File: config.mk
export PLATFORM = sky130hd
export DESIGN_NAME = harness_ctrl_driver
export DESIGN_NICKNAME = d
export VERILOG_FILES = /design/src/rtl/harness_pkg.sv /design/src/rtl/harness_cmd_fifo.sv /design/src/rtl/harness_ctrl_driver.sv
export SDC_FILE = /design/constraint.sdc
export NUM_CORES = 1
export LEC_CHECK = 0
export CORE_UTILIZATION = 45
export DETAILED_ROUTE_END_ITERATION = 6
export PLACE_DENSITY = 0.71
export SYNTH_ARGS = -nofsm -noshare
export SYNTH_HDL_FRONTEND = slang
export SYNTH_SLANG_ARGS = --single-unit
File: constraint.sdc
create_clock -name clk -period 7.44 [get_ports clk]
set_input_delay 1.116 -clock clk [delete_from_list [all_inputs] [get_ports clk]]
set_output_delay 1.116 -clock clk [all_outputs]
set_load 0.05 [all_outputs]
File: src/rtl/harness_pkg.sv
// rtl/harness_pkg.sv - shared types and defaults for the harness control driver
package harness_pkg;

    typedef enum logic [1:0] {
        ST_IDLE  = 2'd0,
        ST_ISSUE = 2'd1,
        ST_DONE  = 2'd2
    } state_t;

    localparam int DEFAULT_AW = 16;
    localparam int DEFAULT_DW = 32;

    // Fill bit for rsp_data on a miss or a timed-out read
    localparam logic TIMEOUT_DATA_BIT = 1'b0;

endpackage

File: src/rtl/harness_cmd_fifo.sv
// rtl/harness_cmd_fifo.sv - synchronous command FIFO with full/empty flags and occupancy count
module harness_cmd_fifo #(
    parameter int W     = 49,
    parameter int DEPTH = 4
) (
    input  logic                     clk,
    input  logic                     reset,
    input  logic                     push,
    input  logic [W-1:0]             push_data,
    input  logic                     pop,
    output logic [W-1:0]             head,
    output logic                     full,
    output logic                     empty,
    output logic [$clog2(DEPTH):0]   count
);
    localparam int PW = $clog2(DEPTH);

    logic [W-1:0]  mem [DEPTH];
    logic [PW-1:0] wr_ptr;
    logic [PW-1:0] rd_ptr;
    logic          do_push;
    logic          do_pop;

    assign full    = (count == (PW+1)'(DEPTH));
    assign empty   = (count == '0);
    assign do_push = push & ~full;
    assign do_pop  = pop & ~empty;
    assign head    = mem[rd_ptr];

    always_ff @(posedge clk) begin
        if (do_push) begin
            mem[wr_ptr] <= push_data;
        end
    end

    always_ff @(posedge clk) begin
        if (reset) begin
            wr_ptr <= '0;
            rd_ptr <= '0;
            count  <= '0;
        end else begin
            if (do_push) begin
                wr_ptr <= wr_ptr + 1'b1;
            end
            if (do_pop) begin
                rd_ptr <= rd_ptr + 1'b1;
            end
            case ({do_push, do_pop})
                2'b10:   count <= count + 1'b1;
                2'b01:   count <= count - 1'b1;
                default: count <= count;
            endcase
        end
    end

endmodule

File: src/rtl/harness_ctrl_driver.sv
// rtl/harness_ctrl_driver.sv - queued ctrl-bus transaction driver with read responses
// Optional read timeout enabled by defining HARNESS_CTRL_TIMEOUT_EN.
module harness_ctrl_driver
    import harness_pkg::*;
#(
    parameter int AW    = DEFAULT_AW,
    parameter int DW    = DEFAULT_DW,
    parameter int DEPTH = 4,
    parameter int TMO   = 15
) (
    input  logic          clk,
    input  logic          reset,
    input  logic          cmd_valid,
    input  logic          cmd_write,
    input  logic [AW-1:0] cmd_addr,
    input  logic [DW-1:0] cmd_data,
    output logic          cmd_ready,
    output logic          ctrl_ready,
    output logic          ctrl_write,
    output logic [AW-1:0] ctrl_addr,
    output logic [DW-1:0] ctrl_data,
    input  logic          dut_cwait,
    input  logic          dut_cready,
    input  logic [DW-1:0] dut_data,
    output logic          rsp_valid,
    output logic [DW-1:0] rsp_data,
    output logic [AW-1:0] rsp_addr,
    output logic          rsp_hit,
    output logic          rsp_timeout,
    output logic          busy
);
    localparam int FW = 1 + AW + DW;
    localparam int CW = $clog2(DEPTH) + 1;

    state_t        state;
    state_t        state_nx;
    logic [FW-1:0] head;
    logic          fifo_full;
    logic          fifo_empty;
    logic [CW-1:0] fifo_count;
    logic          head_write;
    logic [AW-1:0] head_addr;
    logic [DW-1:0] head_data;
    logic          tmo_hit;
    logic          complete;
    logic          more_after_pop;

    assign {head_write, head_addr, head_data} = head;

    harness_cmd_fifo #(
        .W     (FW),
        .DEPTH (DEPTH)
    ) u_fifo (
        .clk       (clk),
        .reset     (reset),
        .push      (cmd_valid),
        .push_data ({cmd_write, cmd_addr, cmd_data}),
        .pop       (complete),
        .head      (head),
        .full      (fifo_full),
        .empty     (fifo_empty),
        .count     (fifo_count)
    );

`ifdef HARNESS_CTRL_TIMEOUT_EN
    logic [7:0] tmo_cnt;

    // Fires on the TMO-th consecutive stalled cycle of a read
    assign tmo_hit = (state == ST_ISSUE) & ~head_write & dut_cwait & (tmo_cnt == 8'(TMO - 1));

    always_ff @(posedge clk) begin
        if (reset || state != ST_ISSUE || complete || head_write) begin
            tmo_cnt <= '0;
        end else begin
            tmo_cnt <= tmo_cnt + 8'd1;
        end
    end

    always_ff @(posedge clk) begin
        if (reset) begin
            rsp_timeout <= 1'b0;
        end else if (complete && !head_write) begin
            rsp_timeout <= tmo_hit;
        end
    end
`else
    assign tmo_hit     = 1'b0;
    assign rsp_timeout = 1'b0;
`endif

    assign complete       = (state == ST_ISSUE) & (~dut_cwait | tmo_hit);
    // A same-cycle push keeps the queue non-empty, so a write can stream without a bubble
    assign more_after_pop = (fifo_count > CW'(1)) | (cmd_valid & ~fifo_full);
    assign cmd_ready      = ~fifo_full;
    assign busy           = ~fifo_empty | (state != ST_IDLE);

    always_ff @(posedge clk) begin
        if (reset) begin
            state <= ST_IDLE;
        end else begin
            state <= state_nx;
        end
    end

    always_comb begin
        state_nx   = state;
        ctrl_ready = 1'b0;
        ctrl_write = 1'b0;
        ctrl_addr  = '0;
        ctrl_data  = '0;
        rsp_valid  = 1'b0;
        unique case (state)
            ST_IDLE: begin
                if (!fifo_empty) begin
                    state_nx = ST_ISSUE;
                end
            end
            ST_ISSUE: begin
                ctrl_ready = 1'b1;
                ctrl_write = head_write;
                ctrl_addr  = head_addr;
                ctrl_data  = head_data;
                if (complete) begin
                    if (!head_write) begin
                        state_nx = ST_DONE;
                    end else if (more_after_pop) begin
                        state_nx = ST_ISSUE;
                    end else begin
                        state_nx = ST_IDLE;
                    end
                end
            end
            ST_DONE: begin
                rsp_valid = 1'b1;
                state_nx  = fifo_empty ? ST_IDLE : ST_ISSUE;
            end
            default: state_nx = ST_IDLE;
        endcase
    end

    always_ff @(posedge clk) begin
        if (reset) begin
            rsp_data <= '0;
            rsp_addr <= '0;
            rsp_hit  <= 1'b0;
        end else if (complete && !head_write) begin
            rsp_addr <= head_addr;
            rsp_hit  <= dut_cready & ~tmo_hit;
            rsp_data <= (dut_cready & ~tmo_hit) ? dut_data : {DW{TIMEOUT_DATA_BIT}};
        end
    end

endmodule
==> impl_metrics.py, run 1 <==
metrics = {
    "outcome": {
        "outcome": "complete, no violations",
    },
    "synthesis": {
        "mappedNetlistArea_um2": 10000,
        "syn-instance-count": 606,
        "synthesis.nets": 701,
        "yosysWarningCount": 0,
        "commonest_register_cell_after_synthesis": "edfxtp_1",
        "async_reset_ff_share_pct": 0,
        "post-synth-top-count-cell": "edfxtp_1",
        "synth-seq-cells": 256,
        "synth_enable_flop_cells": 196,
        "synth.area.top_cells": "edfxtp_1 (59%), dfxtp_1 (12%), mux4_2 (11%), and2_1 (3.3%), nand4b_1 (2.8%)",
        "yosys.cell_types.count": 37,
        "post-synth-top-area-fraction_pct": 58.6,
        "netlist.top_cell.by_area": "edfxtp_1",
        "synth.avg_cell_area_um2": 16.6,
        "post_synth_most_frequent_cells": "edfxtp_1 (196), dfxtp_1 (60), a21oi_1 (54)",
        "sequential_share_of_the_synthesized_area_pct": 70.6,
    },
    "timing": {
        "finalMaxSlewViolations": 0,
        "final_hold_viol_count": 0,
        "final_period_minus_worst_setup_slack_ps": 4260,
        "timing_worst_slew_pin_value_ps": 1240,
        "achievable-frequency_mhz": 235,
        "finalSetupViolCount": 0,
        "setup_total_negative_slack_ps": 0,
        "worst_slew_margin_rel_pct": 17.3,
        "minimum_hold_slack_ps": 476,
        "min_period_over_period_pct": 57.2,
        "rsz0062_at_grt": "no",
        "setup_slack_ps": 3180,
        "finalClockSkew_ps": 16.8,
    },
    "worst_hold_path": {
        "hold_end": "rsp_hit",
        "hold-path-cell-count": 2,
        "hp-class": "reg2reg",
        "worstHoldStart": "rsp_hit",
    },
    "routing": {
        "vias": 5851,
        "post_detailed_route_wirelength_per_cell_um": 20.3,
        "drt_pre_antenna_iters": 4,
        "drt_first_iter_violations": 332,
        "drt_wl_total_um": 21900,
        "remaining_drc_errors": 0,
        "detail_route.vias_per_cell": 5.41,
        "ant_nets": 0,
    },
    "grt": {
        "global_route_wire_length_before_repair_um": 33200,
        "number_of_global_route_vias_before_repair": 6045,
        "grt_antenna_before_repair": 1,
        "largest_net_degree_at_the_start_of_global_routing": 100,
        "track_usage_pct": 19.2,
        "grt-ovfl-total": 0,
    },
    "worst_setup_path": {
        "cpPeakStageDelay_ps": 990,
        "crit-reg2reg-capture": "rsp_data[0]",
        "cp_cell_sequence": "mux4_2 -> and2_1 -> clkdlybuf4s50_1",
        "cp_max_fo": 49,
        "critical_path_required_ps": 6320,
        "crit_path_top_delay_cell": "dfxtp_4",
        "logic_depth_of_the_worst_register_to_register_path": 4,
        "crit_path_end_kind": "output port",
        "critical_path_class": "reg2out",
        "cp_bufs_invs": 1,
        "critical_path.top_delay_family": "flip-flops",
        "flop_to_flop_setup_slack_ps": 4790,
        "timing.critical_path.from_type": "flop",
        "cp.arrival_ps": 3140,
    },
    "clock_network": {
        "clk_pin_slew_ps": 60,
        "cts_inserted_buffers": 27,
        "htree_num_levels": 1,
        "worst_skew_pair.late_latency_ps": 540,
        "cts_tree": "yes",
        "clock_tree.buffer_depth": 3,
        "clock_sink_count": 256,
        "cts-hold-fix-buffers": 0,
        "cts.repair.resized": 0,
        "cts_setup_buffers": 0,
        "clk_root_buffer_cell": "clkbuf_16",
    },
    "layout": {
        "finish.net_count": 876,
        "n_antenna_cell": 0,
        "syn_to_final_growth_pct": 29.5,
        "share_of_final_layout_standard_cells_stronger_than_drive_strength_1_pct": 14.0,
        "fillers": 1639,
        "final-instance-count-excl-fill": 1082,
    },
    "pwr": {
        "power.share.sequential_pct": 45.1,
        "power_leakage_nw": 4.16,
        "vdd_ir_drop_max_mv": 0.188,
        "power_density_nw_per_um2": 284,
        "power.combinational.fraction_pct": 19.4,
        "internal_power_mw": 2.67,
        "power_switching_mw": 1.03,
        "power.clock.fraction_pct": 35.5,
        "switching_share_pct": 27.8,
    },
    "placed_design": {
        "place.port_buffers": 187,
        "dpl.hpwl_um": 12800,
        "count_of_placed_standard_cells_including_taps": 1032,
        "routabilityCongestion": 0.793,
        "dp_worst_setup_slack_ps": 3650,
    },
    "floorplan": {
        "core_area_um2": 21800,
        "die_x_um": 151,
        "io_pins": 189,
        "initial_core_util_pct": 46.0,
        "rows": 54,
        "design.die.area_um2": 22900,
        "die_height_um": 151,
    },
    "job": {
        "max_cap_viol": 0,
    },
}
-- state kept, by name, summed over array words and instances (netlist names), named ones only --
name and cells:
rsp_addr 16, state 2, u_fifo.count 3, u_fifo.rd_ptr 2
rsp_hit 1, u_fifo.wr_ptr 2, u_fifo.mem 196, rsp_data 32
-- worst register-to-register path: stages, from the launching register on --
cell and delay [ps]:
dfxtp_4 990, mux4_2 650, buf_4 370, nand4b_1 350
a21oi_1 210
-- cells by family (layout without fill, tap and decap cells) --
group	count (synthesis)	count (layout)	synth area share (%)
other cells	1	1	0.0374
mux	51	51	11.2
fa+ha+maj	9	9	1.12
compound gates	111	111	5.73
xor+xnor	3	3	0.262
simple gates	119	119	8.34
flops	256	256	70.6
buf+inv	56	252	2.72
-- power groups by stage --
stage / clock network (mW) / registers (mW) / logic [mW]
global placement: 0 / 1.69 / 0.706
global route: 1.40 / 1.68 / 0.758
CTS: 1.34 / 1.67 / 0.724
finish: 1.31 / 1.67 / 0.717
floorplan: 0 / 1.71 / 0.448
detailed placement: 0 / 1.70 / 0.720
-- layer usage --
| metal | routed length, um | track usage, % | vias to the layer above |
|---|---|---|---|
| met5 | 0 | 0 | - |
| met4 | 490 | 5.55 | 0 |
| met3 | 1800 | 4.61 | 36 |
| met2 | 10500 | 32.1 | 220 |
| met1 | 9130 | 25.0 | 2889 |
| li1 | - | - | 2706 |
-- worst max-delay path by stage --
stage	to	startpoint	depth (start not counted)	slack (ps)
finish	ctrl_addr[3]	flop	3	3180
global route	ctrl_data[24]	flop	3	2990
CTS	ctrl_addr[3]	flop	3	3080
detailed placement	ctrl_addr[3]	flop	3	3650
global placement	ctrl_addr[3]	flop	3	3670
floorplan	u_fifo.mem[0][0]	cmd_valid	2	4310
-- metrics by stage --
stage                     cell area (um2)  total power, mW  utilization, %
final                               13000             3.70            59.6
after detailed placement            12100             2.42            55.5
after floorplan                     10000             2.16               -
after global placement              12100             2.40            55.4
after global routing                13000             3.83            59.6
after CTS                           13000             3.73            59.6
-- cells in the final DEF, fill, tap and decap left out, types with 7 or more instances in the layout --
cell type / count
clkbuf_16: 27
dfxtp_1: 58
nand4b_1: 32
nand3b_1: 17
buf_4: 8
clkinv_2: 7
o21ai_0: 46
ha_1: 9
mux4_2: 49
edfxtp_1: 196
a21oi_1: 54
clkdlybuf4s50_1: 186
and2_1: 49
-- layout make-up --
| type | instances | area [um2] | area share, % |
|---|---|---|---|
| sequential | 256 | 7090 | 54.6 |
| multi-input combinational | 294 | 2700 | 20.8 |
| inverter | 6 | 22.5 | 0.173 |
| clock buffer | 36 | 743 | 5.72 |
| clock inverter | 14 | 144 | 1.11 |
| timing repair buffer | 196 | 1940 | 14.9 |
| tap | 280 | 350 | 2.70 |
(Power assumes the default switching activity.)
==> run 2: changes to the inputs <==
clock period = 4.2 ns   (was 7.44 ns; I/O delays follow)
==> run 2 against run 1 <==
Worst hold slack better by 0.82 ps. Final cell count increased by 0.28%. Clock skew is 8.2 ps higher. Largest power group unchanged. Combinational power up 80%. Core utilization shrank 0.052 points. Wire length shrank 1.9%. Design area hardly changed.
==> impl_metrics.py, run 2 (synthesis gave the netlist of run 1 again) <==
metrics = {
    "worst_setup_path": {
        "critical_path.top_delay_family": "buffers and inverters",
        "flop_to_flop_setup_slack_ps": 1680,
        "cp_cell_sequence": "nor2b_4 -> buf_4 -> and2_1 -> clkdlybuf4s50_1",
        "critical_path_class": "reg2out",
        "crit-reg2reg-capture": "u_fifo.mem[2][16]",
        "cp_max_fo": 36,
        "critical_path.endpoint": "ctrl_data[16]",
        "setup.worst_path.start": "state[0]",
        "cpPeakStageDelay_ps": 810,
        "cp_bufs_invs": 2,
        "r2r_start": "u_fifo.count[0]",
        "crit_path_end_kind": "output port",
        "timing.critical_path.from_type": "flop",
        "crit_path_top_delay_cell": "clkdlybuf4s50_1",
        "crit_cells": 4,
        "logic_depth_of_the_worst_register_to_register_path": 5,
        "cp.arrival_ps": 2970,
        "critical_path_required_ps": 3570,
    },
    "routing": {
        "drt_wl_total_um": 21500,
        "vias": 5931,
        "drt_pre_antenna_iters": 4,
        "remaining_drc_errors": 0,
        "ant_nets": 0,
        "post_detailed_route_wirelength_per_cell_um": 19.8,
        "detail_route.vias_per_cell": 5.47,
        "drt_first_iter_violations": 344,
    },
    "clock_network": {
        "cts_setup_buffers": 0,
        "cts-hold-fix-buffers": 0,
        "clock_sink_count": 256,
        "cts.repair.resized": 0,
        "clk_root_buffer_cell": "clkbuf_16",
        "cts_tree": "yes",
        "htree_num_levels": 1,
        "clk_pin_slew_ps": 60,
        "worst_skew_pair.late_latency_ps": 540,
        "cts_inserted_buffers": 26,
        "clock_tree.buffer_depth": 3,
    },
    "floorplan": {
        "rows": 54,
        "die_x_um": 151,
        "core_area_um2": 21800,
        "design.die.area_um2": 22900,
        "die_height_um": 151,
        "io_pins": 189,
        "initial_core_util_pct": 46.0,
    },
    "timing": {
        "rsz0062_at_grt": "no",
        "timing_worst_slew_pin_value_ps": 1160,
        "worst_slew_margin_rel_pct": 22.7,
        "achievable-frequency_mhz": 278,
        "min_period_over_period_pct": 85.6,
        "finalSetupViolCount": 0,
        "setup_total_negative_slack_ps": 0,
        "setup_slack_ps": 605,
        "finalMaxSlewViolations": 0,
        "final_hold_viol_count": 0,
        "finalClockSkew_ps": 25.0,
        "final_period_minus_worst_setup_slack_ps": 3600,
    },
    "layout": {
        "reg_top3": "u_fifo.mem (196), rsp_data (32), rsp_addr (16)",
        "syn_to_final_growth_pct": 29.4,
        "flip_flop_count_of_the_largest_register_all_copies_and_words_added": 196,
        "finish.net_count": 880,
        "share_of_final_layout_standard_cells_stronger_than_drive_strength_1_pct": 13.8,
        "highest_count_cells_in_the_layout_ignoring_fill_and_taps": "edfxtp_1 (196), clkdlybuf4s50_1 (186), dfxtp_1 (58)",
        "final_area_um2": 13000,
        "commonest_non_fill_non_tap_cell_in_the_layout": "edfxtp_1",
        "regMostFlops": "u_fifo.mem",
        "n_antenna_cell": 0,
    },
    "grt": {
        "global_route_wire_length_before_repair_um": 32300,
        "track_usage_pct": 18.6,
        "largest_net_degree_at_the_start_of_global_routing": 101,
        "grt_antenna_before_repair": 2,
        "grt-ovfl-total": 0,
        "number_of_global_route_vias_before_repair": 5939,
    },
    "placed_design": {
        "detailed_place.area_um2": 12100,
        "place.port_buffers": 187,
        "routabilityCongestion": 0.773,
        "dpl.hpwl_um": 13500,
        "dp_worst_setup_slack_ps": 1150,
    },
    "pwr": {
        "power.clock.fraction_pct": 34.7,
        "power_switching_mw": 1.78,
        "power.share.sequential_pct": 45.4,
        "power_leakage_nw": 4.14,
        "report.power.total_mw": 6.46,
        "power_density_nw_per_um2": 497,
        "vdd_ir_drop_max_mv": 0.390,
        "switching_share_pct": 27.6,
        "power.combinational.fraction_pct": 19.9,
        "internal_power_mw": 4.68,
    },
    "job": {
        "max_cap_viol": 0,
    },
    "worst_hold_path": {
        "hp-class": "reg2reg",
    },
    "outcome": {
        "outcome": "complete, no violations",
    },
}
-- run 2: layout make-up --
class,instances,area [um2]
fillers,1623,8840
flip-flops and latches,256,7090
multi-input cells,294,2700
repair buffers,201,1980
clock buffers,30,666
well taps,280,350
clock inverters,18,174
inverters,6,22.5
-- run 2: per-layer routing --
metal	track usage (%)	routed length, um
met3	5.03	1830
met2	30.7	10300
met5	0	12
met1	24.2	9010
met4	4.95	372
-- run 2: worst register-to-register path: stages (launching register included) --
cell	delay, ps
dfxtp_1	420
inv_1	90
ha_1	250
a21boi_1	450
and2_2	580
buf_4	410
-- run 2: power by group through the flow --
stage | sequential, mW | combinational [mW] | clock, mW
detailed placement | 2.98 | 1.30 | 0
finish | 2.93 | 1.29 | 2.24
floorplan | 3.03 | 0.794 | 0
global route | 2.94 | 1.36 | 2.39
global placement | 2.97 | 1.28 | 0
CTS | 2.93 | 1.30 | 2.30
-- run 2: how the worst min path moves through the flow --
stage                     slack, ps        startpoint            to  cells after the start
after floorplan                 450  u_fifo.rd_ptr[1]          flop                      2
after global placement          460  u_fifo.rd_ptr[1]          flop                      2
after detailed placement        470      rsp_addr[13]  rsp_addr[13]                      2
after CTS                       480           rsp_hit       rsp_hit                      2
after global routing            490       rsp_data[1]   rsp_data[1]                      2
final                           480           rsp_hit       rsp_hit                      2
-- run 2: per-stage QoR --
stage,std cells,hold WS (ps),util (%)
after floorplan,606,455,-
after global placement,1037,456,55.7
after detailed placement,1037,466,55.7
after CTS,1085,478,59.5
after global routing,1085,490,59.5
final,1085,477,59.5
==> run 3: changes to the inputs <==
SKIP_CTS_REPAIR_TIMING = 1   (was default)
clock period = 4.1 ns   (was 4.2 ns; I/O delays follow)
==> run 3 against run 2 <==
Clock power rose by 3%. Critical path depth did not move. Sequential power rose by 2%. Non-clock buffer count rose by 3. Global-route usage rose by 0.96 points. Wire length rose by 3.6%. Worst hold slack got worse by 4.6 ps. Sequential share of layout area fell by 0.14 points. Final cell count rose by 0.28%. Clock skew fell by 17 ps. Critical endpoint is now ctrl_addr[4].
==> impl_metrics.py, run 3 (synthesis gave the netlist of run 1 again) <==
metrics = {
    "floorplan": {
        "io_pins": 189,
        "die_x_um": 151,
        "die_height_um": 151,
        "core_area_um2": 21800,
        "design.die.area_um2": 22900,
        "initial_core_util_pct": 46.0,
        "rows": 54,
    },
    "pwr": {
        "power.clock.fraction_pct": 34.6,
        "power_density_nw_per_um2": 510,
        "vdd_ir_drop_max_mv": 0.399,
        "power.combinational.fraction_pct": 20.1,
        "power_switching_mw": 1.81,
        "switching_share_pct": 27.2,
        "power_leakage_nw": 4.17,
        "internal_power_mw": 4.83,
        "power.share.sequential_pct": 45.3,
    },
    "timing": {
        "rsz0062_at_grt": "no",
        "setup_slack_ps": 532,
        "achievable-frequency_mhz": 280,
        "timing_worst_slew_pin_value_ps": 1200,
        "minimum_hold_slack_ps": 473,
        "min_period_over_period_pct": 87.0,
        "worst_slew_margin_rel_pct": 19.9,
        "finalClockSkew_ps": 8.04,
        "finalSetupViolCount": 0,
        "finalMaxSlewViolations": 0,
        "setup_total_negative_slack_ps": 0,
        "final_hold_viol_count": 0,
        "final_period_minus_worst_setup_slack_ps": 3570,
    },
    "layout": {
        "highest_count_cells_in_the_layout_ignoring_fill_and_taps": "edfxtp_1 (196), clkdlybuf4s50_1 (186), dfxtp_1 (58)",
        "final-instance-count-excl-fill": 1088,
        "reg_top3": "u_fifo.mem (196), rsp_data (32), rsp_addr (16)",
        "finish.net_count": 883,
        "share_of_final_layout_standard_cells_stronger_than_drive_strength_1_pct": 13.6,
        "commonest_non_fill_non_tap_cell_in_the_layout": "edfxtp_1",
        "final_area_um2": 13000,
        "flip_flop_count_of_the_largest_register_all_copies_and_words_added": 196,
        "syn_to_final_growth_pct": 29.7,
        "regMostFlops": "u_fifo.mem",
    },
    "clock_network": {
        "cts_inserted_buffers": 26,
        "htree_num_levels": 1,
        "clk_root_buffer_cell": "clkbuf_16",
        "clock_tree.buffer_depth": 3,
        "clock_sink_count": 256,
        "cts_tree": "yes",
        "worst_skew_pair.late_latency_ps": 520,
        "clk_pin_slew_ps": 60,
    },
    "worst_setup_path": {
        "r2r_start": "u_fifo.count[0]",
        "critical_path_required_ps": 3480,
        "crit_path_end_kind": "output port",
        "timing.critical_path.from_type": "flop",
        "cp.arrival_ps": 2950,
        "cp_max_fo": 23,
        "critical_path_class": "reg2out",
    },
    "grt": {
        "global_route_wire_length_before_repair_um": 33800,
        "number_of_global_route_vias_before_repair": 6168,
        "grt_antenna_before_repair": 2,
        "largest_net_degree_at_the_start_of_global_routing": 101,
        "grt-ovfl-total": 0,
        "track_usage_pct": 19.6,
    },
    "routing": {
        "detail_route.vias_per_cell": 5.50,
        "post_detailed_route_wirelength_per_cell_um": 20.5,
        "drt_first_iter_violations": 295,
        "remaining_drc_errors": 0,
        "drt_wl_total_um": 22300,
        "vias": 5981,
        "drt_pre_antenna_iters": 4,
        "ant_nets": 0,
    },
    "worst_hold_path": {
        "hp-class": "reg2reg",
        "worstHoldStart": "rsp_data[26]",
    },
    "job": {
        "max_cap_viol": 0,
    },
    "placed_design": {
        "place.port_buffers": 187,
        "count_of_placed_standard_cells_including_taps": 1040,
        "detailed_place.area_um2": 12200,
        "routabilityCongestion": 0.798,
        "dpl.hpwl_um": 14400,
        "dp_worst_setup_slack_ps": 1030,
    },
    "outcome": {
        "outcome": "complete, no violations",
    },
}
## run 3: cell types whose count changed in the layout (fill, tap and decap cells not counted)
cell,change
clkbuf_16,+1
clkinv_8,-1
diode_2,+1
clkinvlp_2,-1
buf_12,+1
clkbuf_1,+3
buf_4,+2
clkinv_2,-1
clkinvlp_4,-2
## run 3: final timing paths
path / to / cells past startpoint / slack (ps)
worst max-delay path: ctrl_addr[4] / 4 / 530
worst min-delay path: rsp_data[26] / 2 / 470
worst min register to register: rsp_data[26] / 2 / 470
worst max register to register: u_fifo.mem[2][15] / 5 / 1590
## run 3: final cells by class
cell class	count	area, um2
clock inverters	13	133
repair buffers	204	2020
multi-input cells	294	2700
diodes	1	2.50
clock buffers	34	702
inverters	6	22.5
flip-flops and latches	256	7090
fillers	1641	8810
well taps	280	350
## run 3: layer usage
metal | up-vias | GRT usage [%] | wire (um)
li1 | 2726 | - | -
met1 | 2985 | 24.6 | 8920
met2 | 230 | 32.7 | 10800
met3 | 38 | 5.66 | 2080
met4 | 2 | 5.60 | 426
met5 | - | 0 | 10
## run 3: critical path: stages (launching register included)
cell and delay, ps:
dfxtp_2 760, buf_4 370, mux4_2 390, and2_1 190
clkdlybuf4s50_1 730
## run 3: stage by stage
step,total power [mW],util (%)
floorplan,3.91,-
global placement,4.37,55.8
detailed placement,4.40,55.8
CTS,6.72,59.6
global route,6.89,59.6
finish,6.64,59.6
## run 3: power groups by stage
| stage | Combinational, mW | Clock (mW) | Sequential (mW) |
|---|---|---|---|
| after detailed placement | 1.34 | 0 | 3.06 |
| after floorplan | 0.813 | 0 | 3.10 |
| after global routing | 1.41 | 2.46 | 3.02 |
| after CTS | 1.35 | 2.37 | 3.01 |
| after global placement | 1.32 | 0 | 3.05 |
| final | 1.33 | 2.30 | 3.00 |
